===== config.mk =====
export PLATFORM = sky130hd
export DESIGN_NAME = spi_master_multi
export DESIGN_NICKNAME = d
export VERILOG_FILES = /design/src/rtl/spi_master_multi.sv
export SDC_FILE = /design/constraint.sdc
export NUM_CORES = 1
export LEC_CHECK = 0
export ABC_AREA = 1
export CAP_MARGIN = 5
export CORE_UTILIZATION = 61
export CTS_BUF_LIST = sky130_fd_sc_hd__clkbuf_8
export CTS_CLUSTER_SIZE = 8
export DETAILED_ROUTE_END_ITERATION = 8
export HOLD_SLACK_MARGIN = 0.02
export PLACE_DENSITY = 0.87
export SYNTH_ARGS = -nofsm -noshare
export SYNTH_HDL_FRONTEND = slang
export SYNTH_SLANG_ARGS = --single-unit

===== constraint.sdc =====
create_clock -name clk -period 2.7 [get_ports clk]
set_input_delay 0.27 -clock clk [delete_from_list [all_inputs] [get_ports clk]]
set_output_delay 0.27 -clock clk [all_outputs]
set_load 0.01 [all_outputs]

===== src/rtl/spi_master_multi.sv =====
// spi_master_multi
//   Full-duplex SPI master. Takes one word per valid/ready handshake and shifts it
//   out on MOSI while assembling a word from MISO. Word width, SCLK divider,
//   number of chip selects and bit order are parameters. SPI mode (CPOL/CPHA) and
//   the target slave are latched per transfer. SCLK is a registered output
//   derived from clk. It never clocks any internal logic.
//
// Ports
//   clk, rst            system clock, async active-high reset
//   tx_valid/tx_ready   host word handshake (tx_data, tx_cs_sel, cpol, cpha)
//   rx_valid, rx_data   one-cycle pulse with the received word (held until next)
//   busy                transfer in progress
//   sclk, mosi, miso    SPI data/clock pins
//   cs_n                active-low chip selects, one per slave
//
// State  | meaning
// -------+---------------------------------------------------------------
// IDLE   | waiting for a word; sclk tracks the cpol input
// LEAD   | chip select asserted, one half-period of setup before SCLK moves
// SHIFT  | 2*DATA_W SCLK toggles, one per half-period
// TRAIL  | chip select hold, one half-period, then release and report rx
module spi_master_multi #(
    parameter int DATA_W    = 8,
    parameter int CLK_DIV   = 4,
    parameter int NUM_CS    = 1,
    parameter bit LSB_FIRST = 1'b0,
    parameter int CS_W      = (NUM_CS > 1) ? $clog2(NUM_CS) : 1
) (
    input  logic              clk,
    input  logic              rst,
    input  logic              tx_valid,
    output logic              tx_ready,
    input  logic [DATA_W-1:0] tx_data,
    input  logic [CS_W-1:0]   tx_cs_sel,
    input  logic              cpol,
    input  logic              cpha,
    output logic              rx_valid,
    output logic [DATA_W-1:0] rx_data,
    output logic              busy,
    output logic              sclk,
    output logic              mosi,
    input  logic              miso,
    output logic [NUM_CS-1:0] cs_n
);

    localparam logic [1:0] ST_IDLE  = 2'd0;
    localparam logic [1:0] ST_LEAD  = 2'd1;
    localparam logic [1:0] ST_SHIFT = 2'd2;
    localparam logic [1:0] ST_TRAIL = 2'd3;

    localparam int DIV_W  = (CLK_DIV > 1) ? $clog2(CLK_DIV) : 1;
    localparam int EDGE_W = $clog2(2 * DATA_W + 1);
    localparam logic [DIV_W-1:0]  DIV_LOAD  = DIV_W'(CLK_DIV - 1);
    localparam logic [EDGE_W-1:0] EDGE_LAST = EDGE_W'(2 * DATA_W);

    logic [1:0]        state_q, state_d;
    logic [DIV_W-1:0]  div_q, div_d;
    logic [EDGE_W-1:0] edge_q, edge_d;
    logic              cpol_q, cpol_d;
    logic              cpha_q, cpha_d;
    logic [DATA_W-1:0] tx_sh_q, tx_sh_d;
    logic [DATA_W-1:0] rx_sh_q, rx_sh_d;
    logic [DATA_W-1:0] rx_data_q, rx_data_d;
    logic              rx_valid_q, rx_valid_d;
    logic              tx_ready_q, tx_ready_d;
    logic              busy_q, busy_d;
    logic              sclk_q, sclk_d;
    logic              mosi_q, mosi_d;
    logic [NUM_CS-1:0] cs_n_q, cs_n_d;

    logic              accept;
    logic              div_exp;
    logic [EDGE_W-1:0] toggle_num;
    logic              sample_edge;
    logic [NUM_CS-1:0] cs_dec;

    function automatic logic first_bit(input logic [DATA_W-1:0] w);
        return LSB_FIRST ? w[0] : w[DATA_W-1];
    endfunction

    function automatic logic [DATA_W-1:0] shift_out(input logic [DATA_W-1:0] w);
        return LSB_FIRST ? {1'b0, w[DATA_W-1:1]} : {w[DATA_W-2:0], 1'b0};
    endfunction

    function automatic logic [DATA_W-1:0] shift_in(input logic [DATA_W-1:0] w, input logic b);
        return LSB_FIRST ? {b, w[DATA_W-1:1]} : {w[DATA_W-2:0], b};
    endfunction

    // An out-of-range select decodes to no active line. The transfer still runs.
    always_comb begin
        cs_dec = '1;
        for (int i = 0; i < NUM_CS; i++) begin
            if (int'(tx_cs_sel) == i) cs_dec[i] = 1'b0;
        end
    end

    assign accept     = tx_valid && tx_ready_q;
    assign div_exp    = (div_q == '0);
    assign toggle_num = edge_q + 1'b1;
    // Odd toggles are leading edges. CPHA=0 samples on leading edges and
    // CPHA=1 samples on trailing edges.
    assign sample_edge = toggle_num[0] ^ cpha_q;

    always_comb begin
        state_d    = state_q;
        div_d      = div_q;
        edge_d     = edge_q;
        cpol_d     = cpol_q;
        cpha_d     = cpha_q;
        tx_sh_d    = tx_sh_q;
        rx_sh_d    = rx_sh_q;
        rx_data_d  = rx_data_q;
        rx_valid_d = 1'b0;
        tx_ready_d = tx_ready_q;
        busy_d     = busy_q;
        sclk_d     = sclk_q;
        mosi_d     = mosi_q;
        cs_n_d     = cs_n_q;

        case (state_q)
            ST_IDLE: begin
                sclk_d     = cpol;
                tx_ready_d = 1'b1;
                if (accept) begin
                    state_d    = ST_LEAD;
                    tx_ready_d = 1'b0;
                    busy_d     = 1'b1;
                    div_d      = DIV_LOAD;
                    edge_d     = '0;
                    cpol_d     = cpol;
                    cpha_d     = cpha;
                    cs_n_d     = cs_dec;
                    // CPHA=0 presents the first bit before the first SCLK edge.
                    if (!cpha) begin
                        mosi_d  = first_bit(tx_data);
                        tx_sh_d = shift_out(tx_data);
                    end else begin
                        mosi_d  = 1'b0;
                        tx_sh_d = tx_data;
                    end
                end
            end
            ST_LEAD: begin
                sclk_d = cpol_q;
                if (div_exp) begin
                    div_d   = DIV_LOAD;
                    state_d = ST_SHIFT;
                end else begin
                    div_d = div_q - 1'b1;
                end
            end
            ST_SHIFT: begin
                if (div_exp) begin
                    div_d  = DIV_LOAD;
                    sclk_d = ~sclk_q;
                    edge_d = toggle_num;
                    if (sample_edge) begin
                        rx_sh_d = shift_in(rx_sh_q, miso);
                    end else if (toggle_num != EDGE_LAST) begin
                        mosi_d  = first_bit(tx_sh_q);
                        tx_sh_d = shift_out(tx_sh_q);
                    end
                    if (toggle_num == EDGE_LAST) state_d = ST_TRAIL;
                end else begin
                    div_d = div_q - 1'b1;
                end
            end
            ST_TRAIL: begin
                sclk_d = cpol_q;
                if (div_exp) begin
                    state_d    = ST_IDLE;
                    cs_n_d     = '1;
                    mosi_d     = 1'b0;
                    rx_data_d  = rx_sh_q;
                    rx_valid_d = 1'b1;
                    tx_ready_d = 1'b1;
                    busy_d     = 1'b0;
                end else begin
                    div_d = div_q - 1'b1;
                end
            end
            default: state_d = ST_IDLE;
        endcase
    end

    always_ff @(posedge clk or posedge rst) begin
        if (rst) begin
            state_q    <= ST_IDLE;
            div_q      <= '0;
            edge_q     <= '0;
            cpol_q     <= 1'b0;
            cpha_q     <= 1'b0;
            tx_sh_q    <= '0;
            rx_sh_q    <= '0;
            rx_data_q  <= '0;
            rx_valid_q <= 1'b0;
            tx_ready_q <= 1'b0;
            busy_q     <= 1'b0;
            sclk_q     <= 1'b0;
            mosi_q     <= 1'b0;
            cs_n_q     <= '1;
        end else begin
            state_q    <= state_d;
            div_q      <= div_d;
            edge_q     <= edge_d;
            cpol_q     <= cpol_d;
            cpha_q     <= cpha_d;
            tx_sh_q    <= tx_sh_d;
            rx_sh_q    <= rx_sh_d;
            rx_data_q  <= rx_data_d;
            rx_valid_q <= rx_valid_d;
            tx_ready_q <= tx_ready_d;
            busy_q     <= busy_d;
            sclk_q     <= sclk_d;
            mosi_q     <= mosi_d;
            cs_n_q     <= cs_n_d;
        end
    end

    assign tx_ready = tx_ready_q;
    assign rx_valid = rx_valid_q;
    assign rx_data  = rx_data_q;
    assign busy     = busy_q;
    assign sclk     = sclk_q;
    assign mosi     = mosi_q;
    assign cs_n     = cs_n_q;

endmodule

======== Word-level counts from Yosys, hierarchy flattened ========
Index checks and enable logic that the tools add are counted.
cells by class
  add/subtract/negate cells ............... 2
  equal/unequal tests ..................... 13
  muxes and demuxes ....................... 38
  bitwise logic cells ..................... 2
  reduce and logical (&&, ||, !) cells .... 18
operators with widths
  cell                                                                   number
  8-bit two-way mux                                                      5
  2-bit two-way mux                                                      8
  2-bit inequality test, second input constant                           8
  8-bit case mux with 2 select lines                                     1
  1-bit two-way mux                                                      14
  5-bit two-way mux                                                      2
  5-bit case mux with 2 select lines                                     1
  5-bit AND reduction                                                    2
  3-bit AND reduction                                                    3
  2-bit case mux with 4 select lines                                     1
  2-bit AND reduction                                                    4
  1-bit case mux with 2 select lines                                     3
  1-bit case mux with 3 select lines                                     2
  2-bit case mux with 3 select lines                                     1
  6-bit AND reduction                                                    1
  5-bit by 1-bit adder with 5-bit output, second input constant          1
  5-bit equality test, second input constant                             1
  5-bit inequality test, second input constant                           1
  2-bit equality test, second input constant                             2
  2-bit logical NOT                                                      2
  2-bit nonzero test                                                     2
  2-bit OR reduction                                                     2
  3-bit nonzero test                                                     1
  2-bit by 1-bit equality test with 1-bit output, second input constant  1
  other kinds (4)                                                        4
storage, ports and cells
  register bits ........................... 41
  input bits .............................. 15
  word-level logic and storage cells ...... 87

======== Logic depth before layout (Yosys ltp) ========
Gate-level depths: netlist of the first run.
  word-level depth ........................ 6
  depth in mapped cells ................... 11

======== Least setup slack after synthesis of the first run ========
Ideal clock, no wire load.
  kind .................................... register to register
  start ................................... register state_q[0]
  end ..................................... register tx_sh_q[0]
  library setup time ...................... 0.116 ns
  arrival time ............................ 1.455 ns
  data required time ...................... 2.584 ns
  path slack .............................. 1.128 ns
  stages on the path, launching flop included .. 12
  buffers on the path ..................... 1
  period minus slack after synthesis ...... 1.572 ns
  path through ............................ dfrtp_1 inv_1 ha_1 buf_2 nand2_1 nand2_2 nor2_4 inv_2 nor2_8 nand2_4 nand2_1 nand2_1
on the way
  cells in the longest elaborated chain, start to end .. 3
  elaborated cells between the ends (all ways) .. 9
ends and longest elaborated chain
  element                                                                RTL line  RTL
  start: declaration                                                     56        logic [1:0] state_q, state_d;
  start signal: assignment                                               203       state_q <= state_d;
  2-bit equality test or 2-bit logical NOT (tied branches)               120       case (state_q)
  2-bit inequality test (no line) or 2-bit nonzero test (tied branches)  -
  5-bit AND reduction (no line)                                          -
  end signal: assignment                                                 208       tx_sh_q <= tx_sh_d;
  end: declaration                                                       61        logic [DATA_W-1:0] tx_sh_q, tx_sh_d;
Parallel ways exist; a longest one is shown, timed or not.
A chain may end at the register's enable or synchronous reset.

======== Final worst setup path of the first run ========
  start ................................... register state_q[0]
  end ..................................... register rx_sh_q[7]
on the way
  cells in the longest elaborated chain, start to end .. 2
ends and longest elaborated chain
  element                        RTL line  RTL
  2-bit equality test            120
  3-bit AND reduction (no line)  -
  end signal: assignment         209       rx_sh_q <= rx_sh_d;
  end: declaration               62        logic [DATA_W-1:0] rx_sh_q, rx_sh_d;
No other way between the ends.

==> impl_summary.txt, run 1 <==
----------------------------------------------------
[Critical path]
  Worst reg2reg path startpoint ... state_q[0]
  Slowest cell on crit path ... dfrtp_1
  Worst Reg-to-Reg Cells ... 9
  Launching element type of the critical path ... flip-flop
  Setup slack on the worst flop-to-flop path ... 0.75 ns
  Worst EP arrival ... 2.14 ns
  Cell-by-cell listing of the critical path ... inv_1, ha_1, inv_2, a21oi_1, nand2_1, inv_2, nand2_2, nand2_1, o21ai_1
  Critical path class ... flip-flop to flip-flop
  Crit-path max cell delay ... 0.43 ns
  Largest fanout on the critical path ... 16
  First element of the critical path ... state_q[0]
  Worst R2R End ... rx_sh_q[7]
  Capture point of the critical path ... rx_sh_q[7]
  Crit path capture type ... flip-flop
  Crit path required time ... 2.89 ns

[Routing]
  DR vias ... 1794
  Number of antenna-violating nets in the routed design ... 0
  1st-pass router iterations ... 5
  Via-per-instance ratio ... 5.34
  Total wire length ... 4370 um
  Average wire length per cell after detail routing ... 13.0 um
  # DRC ... 0
  Drt initial violations ... 138

[Die]
  Top-level I/O count ... 29
  Core Rows ... 20
  Width of the chip ... 60.8 um
  Core ar. ... 0.00315 mm^2
  Height of the die ... 60.8 um
  Die area ... 0.00369 mm^2
  Initial standard-cell utilization of the core ... 66.8%

[Min path]
  Hold Path Class ... input port to async pin

[Power]
  Net load switching power ... 1.15 mW
  PD cells ... 1090 mW/mm^2
  Cell-internal power ... 1.58 mW
  Part of the total power dissipated in combinational logic ... 46.4%
  Static leakage power ... 1.22 nW
  Worst voltage drop across the vdd grid ... 756 uV
  Switching share of total power ... 42.1%
  Seq pwr share ... 35.1%
  Clock network power share ... 18.5%

[Synth]
  Number of enable flip-flop cells after synthesis ... 0
  Fraction of registers with async set or reset after synthesis ... 100%
  Syn. warnings ... 0
  Number of instances in the synthesized netlist ... 262
  Post-Syn Area ... 0.00211 mm^2
  Average size of a mapped cell ... 8.04 um^2
  Top cell type's share of synthesized area ... 47.5%
  Share of synthesized area occupied by flip-flops and latches ... 48.8%
  Most used standard cells in the synthesized netlist ... 83 x nand2_1, 40 x dfrtp_1, 30 x nand3_1
  Synthesized net count ... 284
  Leading area contributor after synthesis ... dfrtp_1
  Leading post-synthesis cells by cell area ... dfrtp_1 48%, nand2_1 15%, nand3_1 7.1%, o21ai_0 5.0%, inv_1 4.5%
  Number of different library cells in the post-synthesis netlist ... 28
  Synthesized flop and latch total ... 41
  Most frequent cell after synthesis ... nand2_1
  Top FF cell, synth ... dfrtp_1

[Global route]
  Sum of overflow across all layers after global routing ... 0
  Initial antenna violation count ... 0
  Global-route wire length before repair ... 7160 um
  Pin count of the biggest net entering global routing ... 42
  Vias in the first global route ... 1673
  Total global routing track utilization ... 27.0%

[Run]
  Maximum capacitance violations ... 0

[STA]
  Setup TNS ... 0 ns
  Min Tclk post-route ... 1.95 ns
  Measured slew at the worst slew-check pin ... 0.493 ns
  Highest achievable clock rate ... 513 MHz
  Share of the clock period used by the worst path after layout ... 72.2%
  Post-route setup slack ... 0.749 ns
  Unrepaired setup endpoints after global routing ... no
  Hold Fails Final Rpt ... 0
  Max-Slew Margin vs Limit ... 67.0%
  Pins Over Slew Limit ... 0
  Worst clock skew ... 0.00645 ns
  Setup violations, final ... 0

[Place]
  HPWL after detailed placement ... 2990 um
  Final weighted congestion in routability-driven placement ... 0.845
  I/O Buffers ... 28
  Setup slack at placement ... 0.777 ns

[Finish]
  Utilization after layout ... 79.9%
  Post-layout nets ... 313
  Final antenna diode count ... 0
  FILL cells ... 218
  Ratio of cells with drive above 1 in the final layout ... 8.56%
  Area Overhead vs Synth ... 19.6%

[Clock network]
  Clock-pin slew on the worst setup and hold paths ... 0.08 ns
  Count of hold-fix buffers inserted at cts ... 0
  Cell chosen for the clock root ... clkbuf_8
  Count of cells resized by post-cts repair ... 0
  Clock tree from TritonCTS ... done
  Number of buffers between clock root and the deepest sink ... 2
  Number of buffers inserted by post-CTS setup repair ... 0
  Total number of H-tree levels ... 2
  Clock sink count ... 41
  Clock buffers created by TritonCTS ... 5
  Clock latency at the later pin of the worst-skew pair ... 0.30 ns

[Run status]
  Status ... completed

----------------------------------------------------
-- metrics by stage --
step	cells	instance area (um^2)	power, mW	hold WS, ns
after floorplan	262	2110	1.86	0.387
after global placement	328	2400	2.18	0.456
after detailed placement	328	2400	2.21	0.461
after CTS	336	2520	2.74	0.405
after global routing	336	2520	2.95	0.467
final	336	2520	2.74	0.392
-- sequential cells by signal, indices dropped and copies added, names as in the netlist --
name	cells
busy	1
cpha_q	1
cpol_q	1
cs_n	1
div_q	2
edge_q	5
mosi	1
rx_data	8
rx_sh_q	8
rx_valid	1
sclk	1
state_q	2
tx_ready	1
tx_sh_q	8
-- per-layer routing --
metal	global-route usage [%]	up-vias	wire length [um]	part of all wire (%)
met1	35.0	824	1950	45
met3	8.74	10	219	5.0
met2	43.3	52	2120	48
met5	0	-	0	0
li1	-	908	-	-
met4	9.42	0	82	1.9
-- cells in the final DEF (no fill, tap or decap) --
master,count
nor2_4,1
o21ai_1,7
nor2_1,10
o22ai_1,1
nor2_8,1
clkinvlp_4,1
o21ai_0,21
nand3_1,30
a31oi_1,1
nand2_1,83
or2_1,1
a21oi_1,5
inv_2,5
ha_1,7
a21oi_2,1
buf_4,2
nand3_2,1
o211ai_1,1
nand4_1,3
clkbuf_8,5
dfrtp_1,40
a22oi_1,4
clkdlybuf4s50_1,28
bufinv_16,1
clkinv_4,1
inv_1,25
nand2_2,2
nand2_4,1
nor2_2,2
dfstp_2,1
-- kinds of logic (layout without fill, tap and decap cells) --
group	count (synthesis)	after routing	share of synthesized area [%]
AO/OA/AOI/OAI	41	41	10.6
adder cells (fa/ha/maj)	7	7	4.16
buffers and inverters	38	68	7.84
flip-flops	41	41	48.8
AND/OR/NAND/NOR	135	135	28.6
-- power by group through the flow --
stage / sequential, mW / clock (mW) / combinational [mW]
finish: 0.962 / 0.505 / 1.27
global route: 0.980 / 0.532 / 1.43
CTS: 0.959 / 0.511 / 1.27
detailed placement: 0.972 / 0 / 1.24
global placement: 0.964 / 0 / 1.21
floorplan: 0.970 / 0 / 0.888
-- how the worst min path moves through the flow --
stage / from / to / slack, ns / cells after the start
floorplan: cpol / cpol_q / 0.39 / 2
global placement: tx_sh_q[3] / tx_sh_q[3] / 0.46 / 2
detailed placement: tx_sh_q[3] / tx_sh_q[3] / 0.46 / 2
CTS: rst / tx_sh_q[1] / 0.40 / 3
global route: rst / tx_sh_q[1] / 0.47 / 3
finish: rst / tx_sh_q[4] / 0.39 / 3
-- worst max-delay path, delay by kind of cell, from the launching register on --
| kind | cells | cell delay (ns) |
|---|---|---|
| compound gates | 2 | 0.21 |
| fa+ha+maj | 1 | 0.42 |
| buf+inv | 3 | 0.38 |
| flops | 1 | 0.43 |
| simple gates | 3 | 0.38 |
-- final cells by class --
type | count | area, um^2 | share of cell area, %
sequential | 41 | 1030 | 40.8
clock buffer | 5 | 68.8 | 2.73
clock inverter | 3 | 46.3 | 1.84
inverter | 30 | 113 | 4.47
multi-input combinational | 183 | 913 | 36.3
tap | 44 | 55.1 | 2.19
timing repair buffer | 30 | 295 | 11.7
Power figures use the tool's default switching activity.
==> inputs of run 2 (changes only) <==
--- a/config.mk
+++ b/config.mk
@@ -7,12 +7,12 @@
 export LEC_CHECK = 0
 export ABC_AREA = 1
 export CAP_MARGIN = 5
-export CORE_UTILIZATION = 61
+export CORE_UTILIZATION = 56
 export CTS_BUF_LIST = sky130_fd_sc_hd__clkbuf_8
 export CTS_CLUSTER_SIZE = 8
 export DETAILED_ROUTE_END_ITERATION = 8
 export HOLD_SLACK_MARGIN = 0.02
-export PLACE_DENSITY = 0.87
+export PLACE_DENSITY = 0.8
 export SYNTH_ARGS = -nofsm -noshare
 export SYNTH_HDL_FRONTEND = slang
 export SYNTH_SLANG_ARGS = --single-unit
==> constraint.sdc (replaced) <==
create_clock -name clk -period 1.8 [get_ports clk]
set_input_delay 0.18 -clock clk [delete_from_list [all_inputs] [get_ports clk]]
set_output_delay 0.18 -clock clk [all_outputs]
set_load 0.01 [all_outputs]
==> run 2 against run 1 <==
Against the previous run: global-route usage shrank 1.9 points; register-to-register slack worse by 0.58 ns; total power grew 56%; worst hold slack lost 0.16 ns; via count grew 1.9%; die area increased by 8.6%; critical endpoint is now tx_sh_q[6]; largest cell class unchanged; largest power group unchanged.
==> impl_summary.txt, run 2 (synthesized netlist as in run 1, its figures left out) <==
----------------------------------------------------
[Clock network]
  Count of hold-fix buffers inserted at cts ... 0 (unchanged)
  Clock tree from TritonCTS ... done (unchanged)
  Clock buffers created by TritonCTS ... 5 (unchanged)
  Total number of H-tree levels ... 2 (unchanged)
  Clock sink count ... 41 (unchanged)
  Cell chosen for the clock root ... clkbuf_8 (unchanged)
  Clock latency at the later pin of the worst-skew pair ... 0.30 ns (about the same)
  Number of buffers between clock root and the deepest sink ... 2 (unchanged)
  Clock-pin slew on the worst setup and hold paths ... 0.08 ns (about the same)

[Critical path]
  Worst reg2reg path startpoint ... edge_q[0] (was state_q[0])
  Cell repeated most along the worst path ... nand2_1
  Launching element type of the critical path ... flip-flop (unchanged)
  Crit path capture type ... flip-flop (unchanged)
  Cell-by-cell listing of the critical path ... ha_1, nand2_1, nand3_1, nor2_1, nand3_2, nand2_4, nand2_1, nand2_1 (was inv_1, ha_1, inv_2, a21oi_1, nand2_1, inv_2, nand2_2, nand2_1, o21ai_1)
  Slowest cell on crit path ... dfrtp_2 (was dfrtp_1)
  Crit path required time ... 2.04 ns (was 2.89 ns)
  Setup slack on the worst flop-to-flop path ... 0.17 ns (was 0.75 ns)
  Critical path class ... flip-flop to flip-flop (unchanged)
  Crit-path max cell delay ... 0.48 ns (was 0.43 ns)
  Gate family responsible for the most delay along the worst path ... simple AND/OR/NAND/NOR gates (was flip-flops)
  Worst R2R End ... tx_sh_q[6] (was rx_sh_q[7])
  Bufs and invs on worst path ... 0 (was 3)
  Worst EP arrival ... 1.87 ns (was 2.14 ns)
  Worst Reg-to-Reg Cells ... 8 (was 9)
  Largest fanout on the critical path ... 11 (was 16)

[STA]
  Hold Fails Final Rpt ... 0 (unchanged)
  Worst clock skew ... 0.00775 ns (was 0.00645 ns)
  Min Tclk post-route ... 1.63 ns (was 1.95 ns)
  Max-Slew Margin vs Limit ... 75.6% (was 67.0%)
  Pins Over Slew Limit ... 0 (unchanged)
  Unrepaired setup endpoints after global routing ... no (unchanged)
  Measured slew at the worst slew-check pin ... 0.365 ns (was 0.493 ns)
  Setup TNS ... 0 ns (unchanged)
  Share of the clock period used by the worst path after layout ... 90.8% (was 72.2%)
  Post-route setup slack ... 0.165 ns (was 0.749 ns)
  Highest achievable clock rate ... 612 MHz (was 513 MHz)
  Setup violations, final ... 0 (unchanged)

[Routing]
  Total wire length ... 4490 um (was 4370 um)
  DR vias ... 1828 (was 1794)
  # DRC ... 0 (unchanged)
  Number of antenna-violating nets in the routed design ... 0 (unchanged)
  Drt initial violations ... 138 (unchanged)
  1st-pass router iterations ... 4 (was 5)
  Average wire length per cell after detail routing ... 13.1 um (was 13.0 um)
  Via-per-instance ratio ... 5.31 (was 5.34)

[Power]
  Static leakage power ... 1.26 nW (was 1.22 nW)
  Worst voltage drop across the vdd grid ... 1230 uV (was 756 uV)
  Part of the total power dissipated in combinational logic ... 49.0% (was 46.4%)
  Sum of internal, switching and leakage power ... 4.28 mW (was 2.74 mW)
  PD cells ... 1640 mW/mm^2 (was 1090 mW/mm^2)
  Switching share of total power ... 40.7% (was 42.1%)
  Cell-internal power ... 2.54 mW (was 1.58 mW)
  Seq pwr share ... 33.5% (was 35.1%)
  Net load switching power ... 1.74 mW (was 1.15 mW)
  Clock network power share ... 17.5% (was 18.5%)

[Finish]
  Area Overhead vs Synth ... 23.9% (was 19.6%)
  Leading cell type in the layout, fill and taps excluded ... nand2_1 (unchanged)
  Finished layout cell area ... 0.00261 mm^2 (was 0.00252 mm^2)
  Commonest cells after routing, fill and taps aside ... 83 x nand2_1, 39 x dfrtp_1, 30 x nand3_1 (was 83 x nand2_1, 40 x dfrtp_1, 30 x nand3_1)
  Final antenna diode count ... 0 (unchanged)
  Utilization after layout ... 75.3% (was 79.9%)
  Post-layout nets ... 319 (was 313)
  Ratio of cells with drive above 1 in the final layout ... 11.7% (was 8.56%)

[Global route]
  Global-route wire length before repair ... 7650 um (was 7160 um)
  Initial antenna violation count ... 0 (unchanged)
  Total global routing track utilization ... 25.2% (was 27.0%)
  Pin count of the biggest net entering global routing ... 42 (unchanged)
  Vias in the first global route ... 1727 (was 1673)
  Sum of overflow across all layers after global routing ... 0 (unchanged)

[Die]
  Width of the chip ... 63.3 um (was 60.8 um)
  Initial standard-cell utilization of the core ... 60.7% (was 66.8%)
  Height of the die ... 63.3 um (was 60.8 um)
  Core Rows ... 21 (was 20)
  Top-level I/O count ... 29 (unchanged)
  Die area ... 0.00401 mm^2 (was 0.00369 mm^2)
  Core ar. ... 0.00347 mm^2 (was 0.00315 mm^2)

[Place]
  I/O Buffers ... 28 (unchanged)
  HPWL after detailed placement ... 3030 um (was 2990 um)
  Cell area reported after detailed placement ... 0.00246 mm^2 (was 0.00240 mm^2)
  Final weighted congestion in routability-driven placement ... 0.797 (was 0.845)
  Setup slack at placement ... 0.124 ns (was 0.777 ns)

[Run]
  Maximum capacitance violations ... 0 (unchanged)

[Run status]
  Status ... completed (unchanged)

[Min path]
  Hold Path Class ... input port to async pin (unchanged)

----------------------------------------------------
-- run 2: worst register-to-register path: stages, from the launching register on --
cell and delay [ns]:
dfrtp_2 0.48, ha_1 0.27, nand2_1 0.10, nand3_1 0.07
nor2_1 0.13, nand3_2 0.23, nand2_4 0.19, nand2_1 0.07
nand2_1 0.05
-- run 2: how the worst max path moves through the flow --
| stage | start | end | cells past startpoint | slack [ns] |
|---|---|---|---|---|
| 2_1_floorplan | state_q[0] | tx_sh_q[5] | 11 | 0.23 |
| 3_3_place_gp | edge_q[0] | tx_sh_q[3] | 9 | 0.19 |
| 3_5_place_dp | state_q[1] | tx_sh_q[5] | 10 | 0.12 |
| 4_1_cts | state_q[0] | tx_sh_q[6] | 8 | 0.09 |
| 5_1_grt | edge_q[1] | tx_sh_q[3] | 9 | 0.01 |
| 6_report | edge_q[0] | tx_sh_q[6] | 8 | 0.17 |
-- run 2: through the flow --
| stage | hold WS [ns] | instances |
|---|---|---|
| 2_1_floorplan | 0.297 | 262 |
| 3_3_place_gp | 0.457 | 335 |
| 3_5_place_dp | 0.459 | 335 |
| 4_1_cts | 0.233 | 343 |
| 5_1_grt | 0.242 | 344 |
| 6_report | 0.228 | 344 |
-- run 2: cell type report --
type | instances | area, um^2
Multi-Input combinational cell | 183 | 931
Tap cell | 46 | 57.6
Fill cell | 274 | 858
Timing Repair Buffer | 36 | 365
Sequential cell | 41 | 1030
Inverter | 30 | 113
Clock inverter | 3 | 46.3
Clock buffer | 5 | 68.8
-- run 2: what timing repair did --
item                       CTS  global route
gates resized for setup      0             5
setup endpoints to repair    0             9
hold endpoints to repair     0             0
setup buffers                0             1
-- run 2: power groups by stage --
stage               clock (mW)  combinational [mW]  sequential [mW]
floorplan                    0                1.33             1.46
global placement             0                1.88             1.44
detailed placement           0                1.92             1.43
CTS                      0.758                1.96             1.42
global route             0.804                2.37             1.47
finish                   0.751                2.10             1.43
-- run 2: layer usage --
metal,GRT usage (%),share of wire [%],up-vias
met2,41.9,49,49
met3,4.17,4.2,12
met5,0,0,-
li1,-,-,920
met1,31.7,45,847
met4,11.9,2.2,0
